File: config.mk
export PLATFORM = sky130hd
export DESIGN_NAME = pr_hrav_reconfig_scheduler
export DESIGN_NICKNAME = d
export VERILOG_FILES = /design/src/rtl/pr_hrav_reconfig_scheduler.sv
export SDC_FILE = /design/constraint.sdc
export NUM_CORES = 1
export LEC_CHECK = 0
export CORE_MARGIN = 4
export CORE_UTILIZATION = 46
export CTS_BUF_LIST = sky130_fd_sc_hd__clkbuf_16
export DETAILED_ROUTE_END_ITERATION = 8
export PLACE_DENSITY = 0.67
export SLEW_MARGIN = 5
export SYNTH_ARGS = -nofsm -noshare
export SYNTH_HDL_FRONTEND = slang
export SYNTH_SLANG_ARGS = --single-unit
File: constraint.sdc
create_clock -name ACLK -period 2.4 [get_ports ACLK]
set_clock_uncertainty 0.1 [all_clocks]
set_input_delay 0.48 -clock ACLK [delete_from_list [all_inputs] [get_ports ACLK]]
set_output_delay 0.48 -clock ACLK [all_outputs]
set_load 0.1 [all_outputs]
File: src/rtl/pr_hrav_reconfig_scheduler.sv
// Partial-reconfiguration scheduler for the two HRAV scanner cores.
// Picks one requesting core round-robin, drains and resets it, hands it the
// shared ICAP stream path, then releases it on cfg_done (or quarantines it
// on cfg_err / timeout). All outputs are registered.
//
//   state     | meaning
//   ----------+------------------------------------------------------------
//   IDLE  (0) | waiting for a request; arbitrates on req
//   DRAIN (1) | core disabled, waiting for core_idle (bounded by DRAIN_TO)
//   PRE_RST(2)| core held in reset RST_PRE cycles before the ICAP grant
//   CONFIG(3) | ICAP path granted, waiting for cfg_done / cfg_err / timeout
//   POST_RST(4)| core held in reset RST_POST cycles after cfg_done
//   FINISH(5) | re-enable core, pulse done
module pr_hrav_reconfig_scheduler #(
  parameter int RST_PRE  = 8,
  parameter int RST_POST = 16,
  parameter int DRAIN_TO = 1024,
  parameter int CFG_TO_W = 24
) (
  input  logic       ACLK,
  input  logic       a_reset,
  input  logic [1:0] i_req,
  input  logic [1:0] i_core_idle,
  input  logic       i_cfg_done,
  input  logic       i_cfg_err,
  output logic [1:0] o_cfg_grant,
  output logic [1:0] o_core_enb,
  output logic [1:0] o_core_rst,
  output logic [1:0] o_done,
  output logic [1:0] o_err,
  output logic [1:0] o_core_failed,
  output logic       o_busy,
  output logic [2:0] o_state
);

  typedef enum logic [2:0] {
    S_IDLE     = 3'd0,
    S_DRAIN    = 3'd1,
    S_PRE_RST  = 3'd2,
    S_CONFIG   = 3'd3,
    S_POST_RST = 3'd4,
    S_FINISH   = 3'd5
  } state_t;

  // One shared counter serves every timed state; it is cleared on each state entry.
  localparam logic [CFG_TO_W-1:0] C_DRAIN_LAST = CFG_TO_W'(DRAIN_TO - 1);
  localparam logic [CFG_TO_W-1:0] C_PRE_LAST   = CFG_TO_W'(RST_PRE - 1);
  localparam logic [CFG_TO_W-1:0] C_POST_LAST  = CFG_TO_W'(RST_POST - 1);
  localparam logic [CFG_TO_W-1:0] C_CNT_MAX    = '1;

  state_t              r_state, w_state_nxt;
  logic                r_sel, w_sel_nxt;
  logic                r_ptr, w_ptr_nxt;
  logic [CFG_TO_W-1:0] r_cnt, w_cnt_nxt;

  logic [1:0] r_cfg_grant, w_cfg_grant_nxt;
  logic [1:0] r_core_enb, w_core_enb_nxt;
  logic [1:0] r_core_rst, w_core_rst_nxt;
  logic [1:0] r_done, w_done_nxt;
  logic [1:0] r_err, w_err_nxt;
  logic [1:0] r_core_failed, w_core_failed_nxt;

  logic w_pick;
  logic w_drain_last;
  logic w_pre_last;
  logic w_post_last;
  logic w_cfg_abort;

  // With both requests pending the pointer decides; otherwise the lone requester wins.
  assign w_pick       = (i_req == 2'b11) ? r_ptr : i_req[1];
  assign w_drain_last = (r_cnt == C_DRAIN_LAST);
  assign w_pre_last   = (r_cnt == C_PRE_LAST);
  assign w_post_last  = (r_cnt == C_POST_LAST);
  // cfg_err takes priority over a coincident cfg_done.
  assign w_cfg_abort  = i_cfg_err || (r_cnt == C_CNT_MAX);

  // State, bookkeeping and output registers; synchronous reset.
  always_ff @(posedge ACLK) begin
    if (a_reset) begin
      r_state       <= S_IDLE;
      r_sel         <= 1'b0;
      r_ptr         <= 1'b0;
      r_cnt         <= '0;
      r_cfg_grant   <= 2'b00;
      r_core_enb    <= 2'b11;
      r_core_rst    <= 2'b00;
      r_done        <= 2'b00;
      r_err         <= 2'b00;
      r_core_failed <= 2'b00;
    end else begin
      r_state       <= w_state_nxt;
      r_sel         <= w_sel_nxt;
      r_ptr         <= w_ptr_nxt;
      r_cnt         <= w_cnt_nxt;
      r_cfg_grant   <= w_cfg_grant_nxt;
      r_core_enb    <= w_core_enb_nxt;
      r_core_rst    <= w_core_rst_nxt;
      r_done        <= w_done_nxt;
      r_err         <= w_err_nxt;
      r_core_failed <= w_core_failed_nxt;
    end
  end

  // Next state, selected core, round-robin pointer and shared counter.
  always_comb begin
    w_state_nxt = r_state;
    w_sel_nxt   = r_sel;
    w_ptr_nxt   = r_ptr;
    w_cnt_nxt   = r_cnt;
    case (r_state)
      S_IDLE: begin
        if (i_req != 2'b00) begin
          w_state_nxt = S_DRAIN;
          w_sel_nxt   = w_pick;
          w_ptr_nxt   = ~w_pick;
          w_cnt_nxt   = '0;
        end
      end
      S_DRAIN: begin
        if (i_core_idle[r_sel]) begin
          w_state_nxt = S_PRE_RST;
          w_cnt_nxt   = '0;
        end else if (w_drain_last) begin
          w_state_nxt = S_IDLE;
        end else begin
          w_cnt_nxt = r_cnt + 1'b1;
        end
      end
      S_PRE_RST: begin
        if (w_pre_last) begin
          w_state_nxt = S_CONFIG;
          w_cnt_nxt   = '0;
        end else begin
          w_cnt_nxt = r_cnt + 1'b1;
        end
      end
      S_CONFIG: begin
        if (w_cfg_abort) begin
          w_state_nxt = S_IDLE;
        end else if (i_cfg_done) begin
          w_state_nxt = S_POST_RST;
          w_cnt_nxt   = '0;
        end else begin
          w_cnt_nxt = r_cnt + 1'b1;
        end
      end
      S_POST_RST: begin
        if (w_post_last) begin
          w_state_nxt = S_FINISH;
          w_cnt_nxt   = '0;
        end else begin
          w_cnt_nxt = r_cnt + 1'b1;
        end
      end
      S_FINISH: begin
        w_state_nxt = S_IDLE;
      end
      default: begin
        w_state_nxt = S_IDLE;
      end
    endcase
  end

  // Next values of the registered outputs; only the selected core's bits move.
  always_comb begin
    w_cfg_grant_nxt   = r_cfg_grant;
    w_core_enb_nxt    = r_core_enb;
    w_core_rst_nxt    = r_core_rst;
    w_core_failed_nxt = r_core_failed;
    w_done_nxt        = 2'b00;
    w_err_nxt         = 2'b00;
    case (r_state)
      S_IDLE: begin
        if (i_req != 2'b00) w_core_enb_nxt[w_pick] = 1'b0;
      end
      S_DRAIN: begin
        if (i_core_idle[r_sel]) begin
          w_core_rst_nxt[r_sel] = 1'b1;
        end else if (w_drain_last) begin
          w_core_enb_nxt[r_sel] = 1'b1;
          w_err_nxt[r_sel]      = 1'b1;
        end
      end
      S_PRE_RST: begin
        if (w_pre_last) w_cfg_grant_nxt = r_sel ? 2'b10 : 2'b01;
      end
      S_CONFIG: begin
        // On failure the core is left disabled and in reset (quarantined).
        if (w_cfg_abort) begin
          w_cfg_grant_nxt          = 2'b00;
          w_err_nxt[r_sel]         = 1'b1;
          w_core_failed_nxt[r_sel] = 1'b1;
        end else if (i_cfg_done) begin
          w_cfg_grant_nxt = 2'b00;
        end
      end
      S_POST_RST: begin
        if (w_post_last) w_core_rst_nxt[r_sel] = 1'b0;
      end
      S_FINISH: begin
        w_core_enb_nxt[r_sel]    = 1'b1;
        w_done_nxt[r_sel]        = 1'b1;
        w_core_failed_nxt[r_sel] = 1'b0;
      end
      default: begin
      end
    endcase
  end

  assign o_cfg_grant   = r_cfg_grant;
  assign o_core_enb    = r_core_enb;
  assign o_core_rst    = r_core_rst;
  assign o_done        = r_done;
  assign o_err         = r_err;
  assign o_core_failed = r_core_failed;
  assign o_busy        = (r_state != S_IDLE);
  assign o_state       = r_state;

endmodule
==> impl_summary.md, run 1 <==
Outcome
The flow ran to the end, and the final reports show no timing, DRC or antenna violations.

Synth
The synthesized design spends more area on one cell type than any other, namely sky130_fd_sc_hd__dfxtp_1. The synthesized design contains 0 enable-type register cells. The instance count of the mapped netlist is 282. After synthesis the netlist holds a flip-flop and latch count of 41. The number of distinct library cells after synthesis is 52. The total nets after synthesis is 291. Of the synthesized area, sequential elements account for 0.362. Of the post-synthesis cell area, the dominant cell type holds 0.362. The synthesized netlist occupies a cell area of 2270 sq um. The mean instance size in the synthesized netlist is 8.04 sq um. After synthesis, the cell types taking the most area are sky130_fd_sc_hd__dfxtp_1, sky130_fd_sc_hd__nor2_1, sky130_fd_sc_hd__xnor2_1, sky130_fd_sc_hd__nor4_1, sky130_fd_sc_hd__a21oi_1. Sorting the synthesized cells by how often they occur yields sky130_fd_sc_hd__nor2_1, sky130_fd_sc_hd__dfxtp_1, sky130_fd_sc_hd__xnor2_1.

The number of warnings issued by yosys is 0. The most numerous cell in the Yosys netlist is sky130_fd_sc_hd__nor2_1. The most used flip-flop cell after synthesis is sky130_fd_sc_hd__dfxtp_1. Counting flops with an async set or reset pin after synthesis yields a share of 0.

STA
The final hold violation count is 0. After routing, the total negative slack on setup checks comes to 0 ns. The measured slew at the worst slew-check pin is 0.536 ns. Setup violations remaining at the end of the flow were counted as 0.

The worst path setup slack after routing is 0.0178 ns. The worst pin sits at a relative slew slack of 0.640. The number of slew-limit violations in the final report was 0.

On the final layout, the worst hold slack is 0.381 ns. The final clock period utilization by the worst path is 0.993. The maximum operating frequency is 420 MHz. The final critical delay including setup and external delays is 2.38 ns.

Clock tree
The number of sinks handled by clock tree synthesis is 41. The root buffer cell is sky130_fd_sc_hd__clkbuf_16. The maximum clock insertion buffer count is 2. The clock buffer count from CTS is 5. The count of H-tree levels built during CTS is 2.

For this design, the CTS-stage hold fixing added 0 buffers. The CTS tree is done. Clock-pin slew was measured on the worst setup and hold paths at 0.06 ns. The worst-skew pair later-pin latency is 0.28 ns.

Pwr
The largest voltage drop on the vdd net is 0.000409 V. The switching share of total power is 0.295. The part of the power in combinational logic is 0.217.

The clock network fraction of design power is 0.417. Total power for the finished layout comes to 1.99 mW. The cell-internal power is 1.41 mW.

The reported leakage power is 1.29 nW. The analysis attributes to net switching a power of 588 uW. For this design the ratio of total power to cell area is 621 nW/um^2. Of the total power, registers draw 0.366.

Cells and area
The number of nets in the layout is 366. In the final layout, the share of cells above drive strength 1 is 0.282. Compared with the post-synthesis result, the final layout area differs by 41.5%. The utilization after layout is 0.675. The diode insertion count for antenna repair is 0. The final standard cell area without fillers is 3210 sq um. The filler-free cell count of the finished design is 425.

Worst setup path
The origin of the critical flop-to-flop path is r_cnt[5]. The type of origin of the critical path is a flop. Data on the critical path arrives at its endpoint at 2.46 ns.

The capture point of the worst reg-to-reg path is r_cnt[17]. The slack of the worst reg-to-reg path is 0.02 ns. Of all nets on the critical path, the largest fanout is 11. The start-to-end type of the worst setup path is reg2reg. The worst-case reg-to-reg path depth is 8. At the worst endpoint, the required time is 2.48 ns. The sort of element at the end of the critical path is a flop.

Detailed routing
The final layout contains routed wiring with a total length of 6510 um. The count of nets left with antenna violations once routing finished came out at 0. Before antenna repair, the detailed router went through 4 iterations.

The detailed router placed 2427 vias in this run. The routed length per placed instance is 15.3 um. After detailed routing, the number of remaining DRC violations is 0.

The detailed router finished its first iteration with 208 violations. The routed via count divided by cell count is 5.71.

Floorplanning
The initial core utilization is 0.477. The floorplan has 25 rows. The horizontal extent of the die is 78.2 um.

The die covers 6120 sq um. Pin placement for this block handled 24 I/O pins. The total core area is 4750 sq um. In this run the vertical extent of the chip is 78.2 um.

Placed design
Detailed placement ended at an HPWL of 4550 um. The routability-driven placement congestion ratio is 0.893. OpenSTA, run right after detailed placement, puts the worst setup slack at -0.309 ns. The cell count after placement is 412.

Once placement finished, the instance area stood at 2900 sq um. Buffers placed on the I/O ports in this run total 23.

Global route
The total overflow left after global routing is 0. The via count of the first global-routing pass is 2217. In the global route stage, overall resource usage came out at 0.213. The wire length of the first global-routing pass is 10500 um.

Entering global routing, the biggest net connects 25 pins. The initial antenna violation count was 0.

Worst hold path
The number of stages on the worst hold path is 1. For hold timing, the worst endpoint is o_cfg_grant[1]. The startpoint of the worst hold path is o_cfg_grant[1]. The class of the worst hold path is reg2reg.

Job
The max-capacitance violation count is 0.
layout by cell type (no fill, tap or decap), drive strengths merged, types with 7 or more instances in the layout:
cell type  synthesis  final
nor3              15     15
and3               8      8
nand2             13     13
a21oi             15     15
nor2              44     44
buf                5     70
dfxtp             41     41
o21ai             10     10
nand3             15     15
clkbuf             5      7
xnor2             16     16
inv               11     11
nor4              17     17
nand4             12     12
final cells by class:
| class | instances | area (sq um) |
|---|---|---|
| clock buffer | 6 | 150 |
| clock inverter | 2 | 35.0 |
| fill | 398 | 1540 |
| inverter | 11 | 41.3 |
| multi-input combinational | 220 | 1410 |
| sequential | 41 | 830 |
| tap | 67 | 83.8 |
| timing repair buffer | 78 | 666 |
layer usage:
metal	routed length, um	global-route usage	vias to the layer above
met5	0	0	-
met4	57	0.0629	0
met3	305	0.0413	8
met2	3060	0.341	68
met1	3090	0.292	1151
li1	-	-	1200
cell families after synthesis:
| group | after synthesis | share of synthesized area |
|---|---|---|
| DFF | 41 | 0.362 |
| xor gates and xnor gates | 16 | 0.0618 |
| and+or+nand+nor | 148 | 0.360 |
| buffers and inverters | 21 | 0.0370 |
| AOI/OAI and AO/OA | 53 | 0.163 |
| muxes | 2 | 0.0110 |
| adders and majority gates | 1 | 0.00551 |
worst max-delay path by stage:
stage | from | endpoint | depth (start not counted)
after floorplan | o_state[0] | r_cnt[15] | 8
after global placement | i_core_idle[0] | r_cnt[18] | 8
after detailed placement | i_core_idle[0] | r_cnt[5] | 8
after CTS | i_core_idle[0] | r_cnt[5] | 8
after global routing | r_cnt[10] | r_cnt[17] | 8
final | r_cnt[5] | r_cnt[17] | 8
critical path, cell delays in order (launching register included):
cell                      delay (ns)
sky130_fd_sc_hd__dfxtp_1        0.31
sky130_fd_sc_hd__buf_4          0.15
sky130_fd_sc_hd__nor4_1         0.29
sky130_fd_sc_hd__nand2_1        0.21
sky130_fd_sc_hd__o31ai_2        0.36
sky130_fd_sc_hd__a41oi_1        0.19
sky130_fd_sc_hd__buf_4          0.21
sky130_fd_sc_hd__and4b_1        0.19
sky130_fd_sc_hd__a211o_1        0.25
repair_timing:
item                                    in CTS  in global routing
gates cloned                                 0                  1
endpoints found under the hold margin        0                  0
endpoints found under the setup margin      10                 25
pin swaps                                    1                  6
gates resized for setup                      0                 14
buffers inserted                             1                  3
power by group through the flow:
stage	Combinational, mW	Clock [mW]	Sequential, mW
floorplan	0.172	0	0.849
global route	0.459	0.875	0.734
detailed placement	0.413	0	0.744
CTS	0.424	0.837	0.730
finish	0.433	0.831	0.731
global placement	0.411	0	0.743
sequential cells by signal, indices dropped and copies added (netlist names), named ones only:
| register | count |
|---|---|
| o_err | 2 |
| o_core_enb | 2 |
| r_ptr | 1 |
| o_cfg_grant | 2 |
| o_state | 3 |
| r_cnt | 24 |
| r_sel | 1 |
| o_done | 2 |
Power figures use the tool's default switching activity.
==> inputs of run 2 (changes only) <==
--- a/config.mk
+++ b/config.mk
@@ -10,7 +10,9 @@
 export CTS_BUF_LIST = sky130_fd_sc_hd__clkbuf_16
 export DETAILED_ROUTE_END_ITERATION = 8
 export PLACE_DENSITY = 0.67
+export SKIP_LAST_GASP = 1
 export SLEW_MARGIN = 5
 export SYNTH_ARGS = -nofsm -noshare
 export SYNTH_HDL_FRONTEND = slang
 export SYNTH_SLANG_ARGS = --single-unit
+export TNS_END_PERCENT = 30
==> impl_summary.md, run 2 (synthesis results as in run 1) <==
Worst setup path
The capture point of the worst reg-to-reg path is r_cnt[17]. The slowest cell on the critical path is sky130_fd_sc_hd__o31ai_2. The capture point of the critical path is r_cnt[17]. The required time of the worst setup path is 2.48 ns. The origin of the critical flop-to-flop path is r_cnt[5]. In this design, the largest share of critical-path delay is due to compound AO/OA/AOI/OAI gates. The largest fanout on the critical path is 11. The critical path goes through buf_4 -> nor4_1 -> nand2_1 -> o31ai_2 -> a41oi_1 -> buf_4 -> and4b_1 -> a211o_1.

The worst path arrival time is 2.48 ns. The critical path starts at r_cnt[5]. The critical path contains buffers and inverters numbering 2 combined. Among the stages of the critical path, the cell type that occurs most often is sky130_fd_sc_hd__buf_4. The sort of element at the end of the critical path is a flop. The worst-case reg-to-reg path depth is 8. The worst register-to-register path has a setup slack of -0.003 ns. The logic depth of the worst path, buffers included is 8.

The start-to-end type of the worst setup path is reg2reg. The type of origin of the critical path is a flop. The largest stage delay on the critical path is 0.36 ns.

Outcome
The checks that failed: negative setup slack. The flow ran to the end, but the final reports show violations.

Clock tree
The maximum clock insertion buffer count is 2. The clock tree synthesis step divided the H-tree into 2 levels. TritonCTS built the clock tree.

At the later pin of the worst-skew pair, clock insertion delay measures 0.29 ns. The clock buffer count from CTS is 5. For this design, the sink count on the clock tree is 41. The CTS clock-pin slew for the worst setup and hold paths is 0.06 ns. Hold repair after CTS inserted 0 buffers.

The root buffer cell is sky130_fd_sc_hd__clkbuf_16.

Placed design
At the end of routability-driven placement, the weighted congestion stood at 0.893. Buffers placed on the I/O ports in this run total 23. In this run, placement finished with an instance count of 412. The detailed placement HPWL is 4550 um. The area after detailed placement is 2900 sq um.

Floorplanning
24 I/O pins were placed. Row generation in the floorplan step produced 25 rows. The die is 78.2 um tall. The initial core utilization is 0.477. The floorplan step defined a core boundary enclosing 4750 sq um. In this run the horizontal extent of the chip is 78.2 um. The die footprint is 6120 sq um.

Cells and area
The library cell used most frequently in the layout, excluding fill and tap cells, is sky130_fd_sc_hd__buf_4. The repair_antennas step left the layout with diodes totalling 0. The post-synthesis to final-layout area growth is 41.5%.

The finished cells cover 3210 sq um. In the layout the commonest cells are sky130_fd_sc_hd__buf_4, sky130_fd_sc_hd__nor2_1, sky130_fd_sc_hd__dfxtp_1. The finished layout holds 425 standard cells, fillers aside. The flip-flop count of the largest register, all copies and words added is 24. The register ranked first by flip-flop count is r_cnt.

The count of fill cells added during filler insertion is 398. The fraction of final layout cells sized beyond drive strength 1 is 0.282. The final layout contains 366 nets.

Detailed routing
The count of nets left with antenna violations once routing finished came out at 0. After the first detailed-routing iteration, the DRC count stood at 206. The total DRC errors in the routed layout is 0. The routed via count divided by cell count is 5.72.

The via total after detailed routing is 2429. The first detailed-routing pass ran for 4 iterations. The final layout contains routed wiring with a total length of 6510 um.

The routed length per placed instance is 15.3 um.

Global route
For this run, the total global-route usage over all layers was measured as 0.213. The wire length of the first global-routing pass is 10500 um. The remaining global-route overflow is 0.

The via count of the first global-routing pass was 2217. The pin count of the biggest net entering global routing is 25. The initial antenna violation count was 0.

Pwr
The cell-internal power is 1.41 mW. Of the total power, combinational logic draws 0.217. The power dissipated by switching net loads is 588 uW. In this run the static leakage power is 1.29 nW.

The switching share of total power is 0.295. Of the total power, the clock network draws 0.417. The share of total power dissipated in sequential elements is 0.366.

The largest voltage drop on the vdd net is 0.000408 V. In this run the power density over the cells is 621 nW/um^2.

Job
The max-capacitance violation count is 0.

Worst hold path
The worst hold path belongs to the class reg2reg.

STA
Setup repair after global routing could not meet its margin everywhere. Timing would allow up to 416 MHz. The measured slew at the worst slew-check pin is 0.632 ns. The worst path setup slack after routing is -0.00344 ns.

The final hold violation count came to 0. The final critical delay including setup and external delays is 2.40 ns. The number of slew-limit violations in the final report is 0. The final clock period utilization by the worst path is 1.00. The final count of negative-setup-slack endpoints is 1. Measured against its own limit, the worst slew margin works out to 0.573. The worst hold margin is 0.381 ns.
[run 2: stage by stage]
| step | worst slack (ns) | total power [mW] | setup TNS (ns) | utilization |
|---|---|---|---|---|
| global placement | -0.242 | 1.15 | -5.15 | 0.609 |
| floorplan | 0.0281 | 1.02 | 0 | - |
| detailed placement | -0.309 | 1.16 | -6.43 | 0.609 |
| finish | -0.00344 | 1.99 | -0.00344 | 0.675 |
| CTS | -0.00619 | 1.99 | -0.00789 | 0.652 |
| global route | -0.0412 | 2.07 | -0.107 | 0.675 |
[run 2: worst reg2reg max path, stage by stage (launching register included)]
cell	delay [ns]
sky130_fd_sc_hd__dfxtp_1	0.31
sky130_fd_sc_hd__buf_4	0.15
sky130_fd_sc_hd__nor4_1	0.30
sky130_fd_sc_hd__nand2_1	0.22
sky130_fd_sc_hd__o31ai_2	0.37
sky130_fd_sc_hd__a41oi_1	0.19
sky130_fd_sc_hd__buf_4	0.21
sky130_fd_sc_hd__and4b_1	0.19
sky130_fd_sc_hd__a211o_1	0.25
[run 2: area by class of cell]
| type | instances | area, sq um | share of cell area |
|---|---|---|---|
| multi-input combinational | 220 | 1410 | 0.438 |
| inverter | 11 | 41.3 | 0.0129 |
| clock inverter | 2 | 35.0 | 0.0109 |
| clock buffer | 6 | 150 | 0.0468 |
| timing repair buffer | 78 | 666 | 0.207 |
| sequential | 41 | 830 | 0.258 |
| tap | 67 | 83.8 | 0.0261 |
[run 2: what timing repair did]
item                                    in CTS  in global routing
endpoints found under the setup margin      10                 25
setup buffers                                1                  3
pin swaps                                    1                  6
cloned                                       0                  1
gates resized for setup                      0                 13
[run 2: power groups by stage]
stage	logic [mW]	clock network, mW	registers, mW
floorplan	0.172	0	0.849
global placement	0.411	0	0.743
detailed placement	0.413	0	0.744
CTS	0.424	0.837	0.730
global route	0.458	0.875	0.734
finish	0.432	0.832	0.731
[run 2: worst min-delay path by stage]
stage,from,endpoint,cells after the start
finish,o_cfg_grant[1],o_cfg_grant[1],1
global route,o_cfg_grant[0],o_cfg_grant[0],1
CTS,o_cfg_grant[1],o_cfg_grant[1],1
detailed placement,o_cfg_grant[1],o_cfg_grant[1],1
global placement,o_cfg_grant[1],o_cfg_grant[1],1
floorplan,r_cnt[1],r_cnt[1],2
[run 2: layer usage]
layer / share of wire / vias to the layer above / global-route usage
li1: - / 1200 / -
met1: 0.47 / 1152 / 0.292
met2: 0.47 / 65 / 0.341
met3: 0.046 / 12 / 0.0413
met4: 0.011 / 0 / 0.0629
met5: 0 / - / 0
